## src/rtl/i2c_slave_ctrl.sv

```systemverilog
// i2c_slave_ctrl
// Byte-level I2C slave. It decodes START/STOP, matches a 7-bit address,
// acknowledges written bytes and serialises bytes supplied by the host
// on read transfers. SDA is open-drain: the block only ever asks for SDA
// to be pulled low.
//
// Ports
//   sys_clk   system clock, all state changes on its rising edge
//   sys_rst   asynchronous active-high reset
//   scl_in    I2C SCL, already synchronised to sys_clk
//   sda_in    I2C SDA, already synchronised to sys_clk
//   sda_oe    1 = pull SDA low, 0 = release
//   tx_data   byte to send during a read transfer
//   tx_req    one-cycle pulse when tx_data has been latched
//   rx_data   last received data byte
//   rx_valid  one-cycle pulse when rx_data updates
//   busy      1 while in ADDR_ACK, RX, RX_ACK, TX, TX_ACK or WAIT_STOP
//   rw        R/W bit of the current transfer (1 = read)
module i2c_slave_ctrl #(
  parameter logic [6:0] SLAVE_ADDR = 7'h42
) (
  input  logic       sys_clk,
  input  logic       sys_rst,
  input  logic       scl_in,
  input  logic       sda_in,
  output logic       sda_oe,
  input  logic [7:0] tx_data,
  output logic       tx_req,
  output logic [7:0] rx_data,
  output logic       rx_valid,
  output logic       busy,
  output logic       rw
);

  typedef enum logic [2:0] {
    IDLE,
    ADDR,
    ADDR_ACK,
    RX,
    RX_ACK,
    TX,
    TX_ACK,
    WAIT_STOP
  } state_t;

  state_t     state;
  logic       scl_q;
  logic       sda_q;
  logic [2:0] bit_cnt;
  logic [7:0] shift_reg;
  // Bit 7 of the byte goes straight to sda_oe when latched, so only the
  // remaining seven bits need holding.
  logic [6:0] tx_shift;
  // Set once the 8th bit of a byte is in (ADDR/RX), or once the master's
  // ACK has been sampled (TX_ACK); consumed on the following SCL fall.
  logic       byte_done;

  logic       scl_rise;
  logic       scl_fall;
  logic       sda_rise;
  logic       sda_fall;
  logic       start_cond;
  logic       stop_cond;
  logic [7:0] shift_next;

  // Edges are taken against the live input so they act in the cycle the
  // line changes.
  assign scl_rise   = ~scl_q & scl_in;
  assign scl_fall   = scl_q & ~scl_in;
  assign sda_rise   = ~sda_q & sda_in;
  assign sda_fall   = sda_q & ~sda_in;
  assign start_cond = sda_fall & scl_q & scl_in;
  assign stop_cond  = sda_rise & scl_q & scl_in;
  assign shift_next = {shift_reg[6:0], sda_in};

  assign busy = (state != IDLE) && (state != ADDR);

  // Protocol FSM. START and STOP override everything else; otherwise the
  // state reacts to SCL edges. sda_oe only moves on SCL falls so SDA is
  // stable whenever SCL is high.
  always_ff @(posedge sys_clk or posedge sys_rst) begin
    if (sys_rst) begin
      state     <= IDLE;
      scl_q     <= 1'b1;
      sda_q     <= 1'b1;
      bit_cnt   <= 3'd0;
      shift_reg <= 8'h00;
      tx_shift  <= 7'h00;
      byte_done <= 1'b0;
      sda_oe    <= 1'b0;
      tx_req    <= 1'b0;
      rx_data   <= 8'h00;
      rx_valid  <= 1'b0;
      rw        <= 1'b0;
    end else begin
      scl_q    <= scl_in;
      sda_q    <= sda_in;
      rx_valid <= 1'b0;
      tx_req   <= 1'b0;

      if (start_cond) begin
        state     <= ADDR;
        bit_cnt   <= 3'd0;
        byte_done <= 1'b0;
        sda_oe    <= 1'b0;
      end else if (stop_cond) begin
        state     <= IDLE;
        byte_done <= 1'b0;
        sda_oe    <= 1'b0;
      end else begin
        case (state)
          IDLE: begin
          end

          ADDR: begin
            if (scl_rise) begin
              shift_reg <= shift_next;
              bit_cnt   <= bit_cnt + 3'd1;
              if (bit_cnt == 3'd7) begin
                rw        <= sda_in;
                byte_done <= 1'b1;
              end
            end else if (scl_fall && byte_done) begin
              byte_done <= 1'b0;
              if (shift_reg[7:1] == SLAVE_ADDR) begin
                state  <= ADDR_ACK;
                sda_oe <= 1'b1;
              end else begin
                state  <= WAIT_STOP;
                sda_oe <= 1'b0;
              end
            end
          end

          ADDR_ACK: begin
            if (scl_fall) begin
              bit_cnt <= 3'd0;
              if (!rw) begin
                state  <= RX;
                sda_oe <= 1'b0;
              end else begin
                state    <= TX;
                tx_shift <= tx_data[6:0];
                tx_req   <= 1'b1;
                sda_oe   <= ~tx_data[7];
              end
            end
          end

          RX: begin
            if (scl_rise) begin
              shift_reg <= shift_next;
              bit_cnt   <= bit_cnt + 3'd1;
              if (bit_cnt == 3'd7) begin
                rx_data   <= shift_next;
                rx_valid  <= 1'b1;
                byte_done <= 1'b1;
              end
            end else if (scl_fall && byte_done) begin
              byte_done <= 1'b0;
              state     <= RX_ACK;
              sda_oe    <= 1'b1;
            end
          end

          RX_ACK: begin
            if (scl_fall) begin
              sda_oe  <= 1'b0;
              bit_cnt <= 3'd0;
              state   <= RX;
            end
          end

          // bit_cnt counts SCL falls here: the fall ending bit 7-n puts
          // the next bit on SDA, the fall ending bit 0 releases the line.
          TX: begin
            if (scl_fall) begin
              if (bit_cnt == 3'd7) begin
                sda_oe    <= 1'b0;
                bit_cnt   <= 3'd0;
                byte_done <= 1'b0;
                state     <= TX_ACK;
              end else begin
                sda_oe   <= ~tx_shift[6];
                tx_shift <= {tx_shift[5:0], 1'b0};
                bit_cnt  <= bit_cnt + 3'd1;
              end
            end
          end

          TX_ACK: begin
            if (scl_rise) begin
              if (!sda_in) begin
                byte_done <= 1'b1;
              end else begin
                state  <= WAIT_STOP;
                sda_oe <= 1'b0;
              end
            end else if (scl_fall && byte_done) begin
              byte_done <= 1'b0;
              tx_shift  <= tx_data[6:0];
              tx_req    <= 1'b1;
              sda_oe    <= ~tx_data[7];
              bit_cnt   <= 3'd0;
              state     <= TX;
            end
          end

          WAIT_STOP: begin
          end

          default: begin
            state  <= IDLE;
            sda_oe <= 1'b0;
          end
        endcase
      end
    end
  end

endmodule

```

## config.mk

```make
export PLATFORM = sky130hd
export DESIGN_NAME = i2c_slave_ctrl
export DESIGN_NICKNAME = d
export VERILOG_FILES = /design/src/rtl/i2c_slave_ctrl.sv
export SDC_FILE = /design/constraint.sdc
export NUM_CORES = 1
export LEC_CHECK = 0
export CAP_MARGIN = 40
export CELL_PAD_IN_SITES_DETAIL_PLACEMENT = 0
export CELL_PAD_IN_SITES_GLOBAL_PLACEMENT = 2
export CORE_MARGIN = 5
export CORE_UTILIZATION = 35
export CTS_CLUSTER_SIZE = 24
export DETAILED_ROUTE_END_ITERATION = 16
export PLACE_DENSITY = 0.86
export SLEW_MARGIN = 5
export SYNTH_ARGS = -nofsm -noshare
export SYNTH_HDL_FRONTEND = slang
export SYNTH_SLANG_ARGS = --single-unit
```

## constraint.sdc

```tcl
create_clock -name sys_clk -period 2.19 [get_ports sys_clk]
set_input_delay 0.219 -clock sys_clk [delete_from_list [all_inputs] [get_ports sys_clk]]
set_output_delay 0.219 -clock sys_clk [all_outputs]
set_load 0.01 [all_outputs]
```

* Word-level counts from Yosys, hierarchy flattened
Index checks and enable logic that the tools add are counted.
Cells by class: bitwise operators 16, $add $sub $neg 1, magnitude comparators 0, eq/ne operators 33, shift operators 0, mux-type cells 70, divide/modulo/power cells 0, reductions and logical operators 17, $mul 0
Operators by type and width (number):
- 3-bit two-way mux | 23
- 7-bit two-way mux | 6
- 1-bit two-way mux | 35
- 4-bit != test (second input constant) | 8
- 7-bit case mux with 3 select lines | 1
- 3-bit case mux with 6 select lines | 1
- 5-bit != test (second input constant) | 3
- 5-bit AND reduction | 3
- 2-bit != test (second input constant) | 7
- 3-bit == test (second input constant) | 4
- 3-bit case mux with 4 select lines | 1
- 11-bit AND reduction | 1
- 10-bit AND reduction | 1
- 5-bit nonzero test | 2
- 3-bit by 1-bit != test with 1-bit output (second input constant) | 3
- 3-bit != test (second input constant) | 3
- 9-bit AND reduction | 1
- 1-bit bitwise AND | 8
- 1-bit NOT | 8
- 8-bit nonzero test | 1
- 7-bit == test (second input constant) | 1
- 7-bit AND reduction | 1
- 3-bit by 2-bit == test with 1-bit output (second input constant) | 2
- 1-bit case mux with 6 select lines | 1
- other kinds (9) | 12
Word-level totals: memory bits (writable) 0, bits of input ports 12, register bits after elaboration 36, output and inout port bits 13, ROM bits 0, memories kept 0, logic and storage cells 149, bits in latches 0

* Logic depth before layout (Yosys ltp)
word-level depth 8, mapped depth 8, mapped depth without buffers 7

* Worst setup path after synthesis
OpenSTA, ideal clock, no wires.
kind flip-flop to flip-flop, start point reg scl_q, end point reg bit_cnt[0], data arrival time 1.893 ns, buffers on the path 1, setup slack 0.173 ns, setup time 0.125 ns, clock period less this slack 2.017 ns, required time 2.065 ns, stages on the path, launching flop included 6, cell sequence dfstp_2 buf_2 nand2b_1 a221o_1 a222oi_1 mux2_2
On the way: word-level cells in the longest chain between the ends 4, elaborated cells between the ends (all ways) 17, those cells by class eq/ne: 6; mux: 1; bitwise: 7; reduce/logical: 3
Ends and longest elaborated chain:
- start, declared | RTL line 47 | logic scl_q;
- start signal, assigned | RTL line 96 | scl_q <= scl_in;
- 1-bit bitwise AND (tied with other cells) (2 in a row) | RTL line 72 | assign start_cond = sda_fall & scl_q & scl_in;
- 3-bit != test (no line) (tied with other cells)
- 7-bit AND reduction (no line)
- end signal, assigned | RTL line 118 | bit_cnt <= bit_cnt + 3'd1;
- end signal, assigned | RTL line 153 | bit_cnt <= bit_cnt + 3'd1;
- end signal, assigned | RTL line 186 | bit_cnt <= bit_cnt + 3'd1;
- end, declared | RTL line 49 | logic [2:0] bit_cnt;
Several ways; a longest one is shown, not always the timed one. A chain may end at the register's enable or synchronous reset.

* Worst setup path in the final report
start point reg state[1], end point out busy
On the way: word-level cells in the longest chain between the ends 2, elaborated cells between the ends (all ways) 3, those cells by class eq/ne: 1; reduce/logical: 2
Ends and longest elaborated chain:
- start, declared | RTL line 46 | state_t state;
- start signal, assigned | RTL line 83 | state <= IDLE;
- start signal, assigned | RTL line 102 | state <= ADDR;
- start signal, assigned | RTL line 107 | state <= IDLE;
- 3-bit by 1-bit != test with 1-bit output / 3-bit nonzero test (equally long branches) | RTL line 76 | assign busy = (state != IDLE) && (state != ADDR);
- 1-bit logical AND * | RTL line 76
- end, declared | RTL line 31 | output logic busy,
Every way passes the cells marked *; elsewhere a longest branch is shown, timed or not.

==> metrics.txt <==
outcome=finished, final reports clean; worst-skew pair later-pin latency=0.29 ns; ANT nets after route=0; Worst-Margin Slew=0.511 ns; via count=1641; Crit. End Element=output port; leakage=1.17 nW; Multi-input gate area=0.00102 mm^2; Critical Setup Path Class=reg2out; initial core utilization=36.6%; Hold Vio Cnt, Final=0; gpl congestion=0.854; Die Wd=86.4 um; Final nets=263; CTS max path bufs=2; fillcell total=560; layout cell share with drive strength beyond 1=25.6%; startpoint types=register; final worst path period need=2.01 ns; first-pass GRT wire length=8230 um; count of cell types in the netlist=50; Max Cap Viol=0; dpl hpwl=3560 um; postcts setup bufs=0; critical path data required time=1.97 ns; maximum vdd drop=0.000520 V; dpl cell area=0.00251 mm^2; Setup-failing EPs final=0; Post-CTS Resized=0; I/O pin cnt=25; PortBufs=24; CTS H-tree lvls=2; R2R setup slack=0.19 ns; TritonRoute pass-1 iters=4; die area=0.00746 mm^2; GR Overflow Total=0; Hold Slack=0.334 ns; Hold Crit Class=in2async; fmax=0.496 GHz; most frequent cells in the layout=dfrtp_1, buf_4, clkdlybuf4s50_1, mux2_2; Worst Skew=0.00839 ns; syn_nets=217; sum of negative setup slack=0 ns; Core Area=0.00557 mm^2; Worst-path clk slew=0.08 ns; Power Density=1120 mW/mm^2; placed cell count=314; hold buffers post-CTS=0; via density per instance=5.10; WL per Instance=14.7 um; Syn Inst Count=203; worst-path maximum fanout=9; synthesized area=0.00204 mm^2; 1st-iter DRT viols=115; drc violations=0; Seq. cell area=903 um^2; Rel. slew slack=65.0%; Mean Syn Cell Area=10.1 um^2; Root Buffer=clkbuf_8; final wirelength=4740 um; vias in the first global route=1685; YS warnings=0; CTS tree=yes; commonest non-fill, non-tap cell in the layout=dfrtp_1; GRT Overall Usage=13.7%; antenna violations before repair=0; sequential share of the synthesized area=44.2%; RSZ-0062 raised after global routing=no; TritonCTS Buffers=5; layout overhead on the synthesized area=27.4%; # rows=27; Die Span Y=86.4 um; CTS sink cnt=36; Crit path arrival time=1.80 ns; post-route cell area=0.00260 mm^2; FF+latch count, synth=36; final core occ=46.7%; fin crit share=92.0%; fin cells=322; Pins Over Slew Limit=0; # diodes=0; largest net degree at the start of global routing=37
-- layer usage --
layer	track usage (%)	vias up	wire length (um)
li1	-	817	-
met1	17.9	779	2120
met2	22.7	39	2280
met3	3.04	6	273
met4	4.39	0	60
met5	0	-	0
-- synth_stat cells (all sizes together) --
library cell   n  area [um^2]
clkinv         1         8.76
and3           1         6.26
nand3          6         35.0
o21ai         10         53.8
nor2b          4         25.0
a311oi         2         17.5
a21boi         3         22.5
nand2b         3         18.8
o21bai         1         7.51
ha             2         25.0
nand4          1         6.26
o221a          1         11.3
xnor2          1         8.76
a21o           1         7.51
a222oi         1         10.0
nor3b          5         37.5
dfstp          2         52.6
a31oi          3         18.8
xor2           1         8.76
mux2          23          259
nor3           7         46.3
dfrtp         34          851
or4            1         7.51
a221o          1         10.0
a211oi         1         7.51
nor2          16         60.1
nor4b          1         8.76
nand3b         1         11.3
mux2i          7         70.1
and3b          1         8.76
clkbuf         5         20.0
nand4b         1         8.76
o2bb2ai        1         8.76
inv            9         33.8
a21oi         15         75.1
buf            8         55.1
a221oi         2         23.8
o21a           1         7.51
nand2         16         60.1
a2111oi        1         8.76
a22o           1         8.76
o211a          1         10.0
-- cells by family after synthesis --
| group | synth area share (%) |
|---|---|
| fa+ha+maj | 1.23 |
| simple gates | 16.7 |
| mux | 16.1 |
| buf+inv | 5.76 |
| flops | 44.2 |
| xor+xnor | 0.858 |
| compound gates | 15.1 |
-- cell type report --
| class | count | area share (%) |
|---|---|---|
| clock inverter | 1 | 0.289 |
| timing repair buffer | 52 | 17.3 |
| multi-input combinational | 144 | 39.2 |
| inverter | 10 | 1.64 |
| sequential | 36 | 34.7 |
| clock buffer | 7 | 3.32 |
| tap | 72 | 3.46 |
-- metrics by stage --
step	power (mW)	worst slack [ns]
after floorplan	1.99	0.173
after global placement	2.43	0.0543
after detailed placement	2.43	0.0260
after CTS	2.94	0.168
after global routing	3.15	0.0878
final	2.92	0.176
-- power breakdown --
| part | internal, mW | total [mW] | switching, mW |
|---|---|---|---|
| combinational | 0.699 | 1.41 | 0.711 |
| sequential | 0.846 | 1.01 | 0.163 |
| clock | 0.256 | 0.498 | 0.242 |
-- path summary, 6_finish.rpt --
kind                            cells past startpoint                       end                     start
worst max-delay path                                4                      busy      state[1]$_DFFE_PP0P_
worst min-delay path                                3    rx_data[6]$_DFFE_PP0P_                   sys_rst
worst max register to register                      6    bit_cnt[2]$_DFFE_PP0P_      state[0]$_DFFE_PP0P_
worst min register to register                      1  shift_reg[7]$_DFFE_PP0N_  shift_reg[7]$_DFFE_PP0N_
max in group asynchronous                           3           scl_q$_DFF_PP1_                   sys_rst
min in group sys_clk                                3   tx_shift[1]$_DFFE_PP0P_                tx_data[1]
-- critical path, stage by stage (launching register included) --
cell,delay (ns)
dfrtp_1,0.52
nor2_1,0.13
buf_4,0.17
inv_1,0.12
clkdlybuf4s50_1,0.56
No activity file was read; power rests on OpenSTA's default activity.
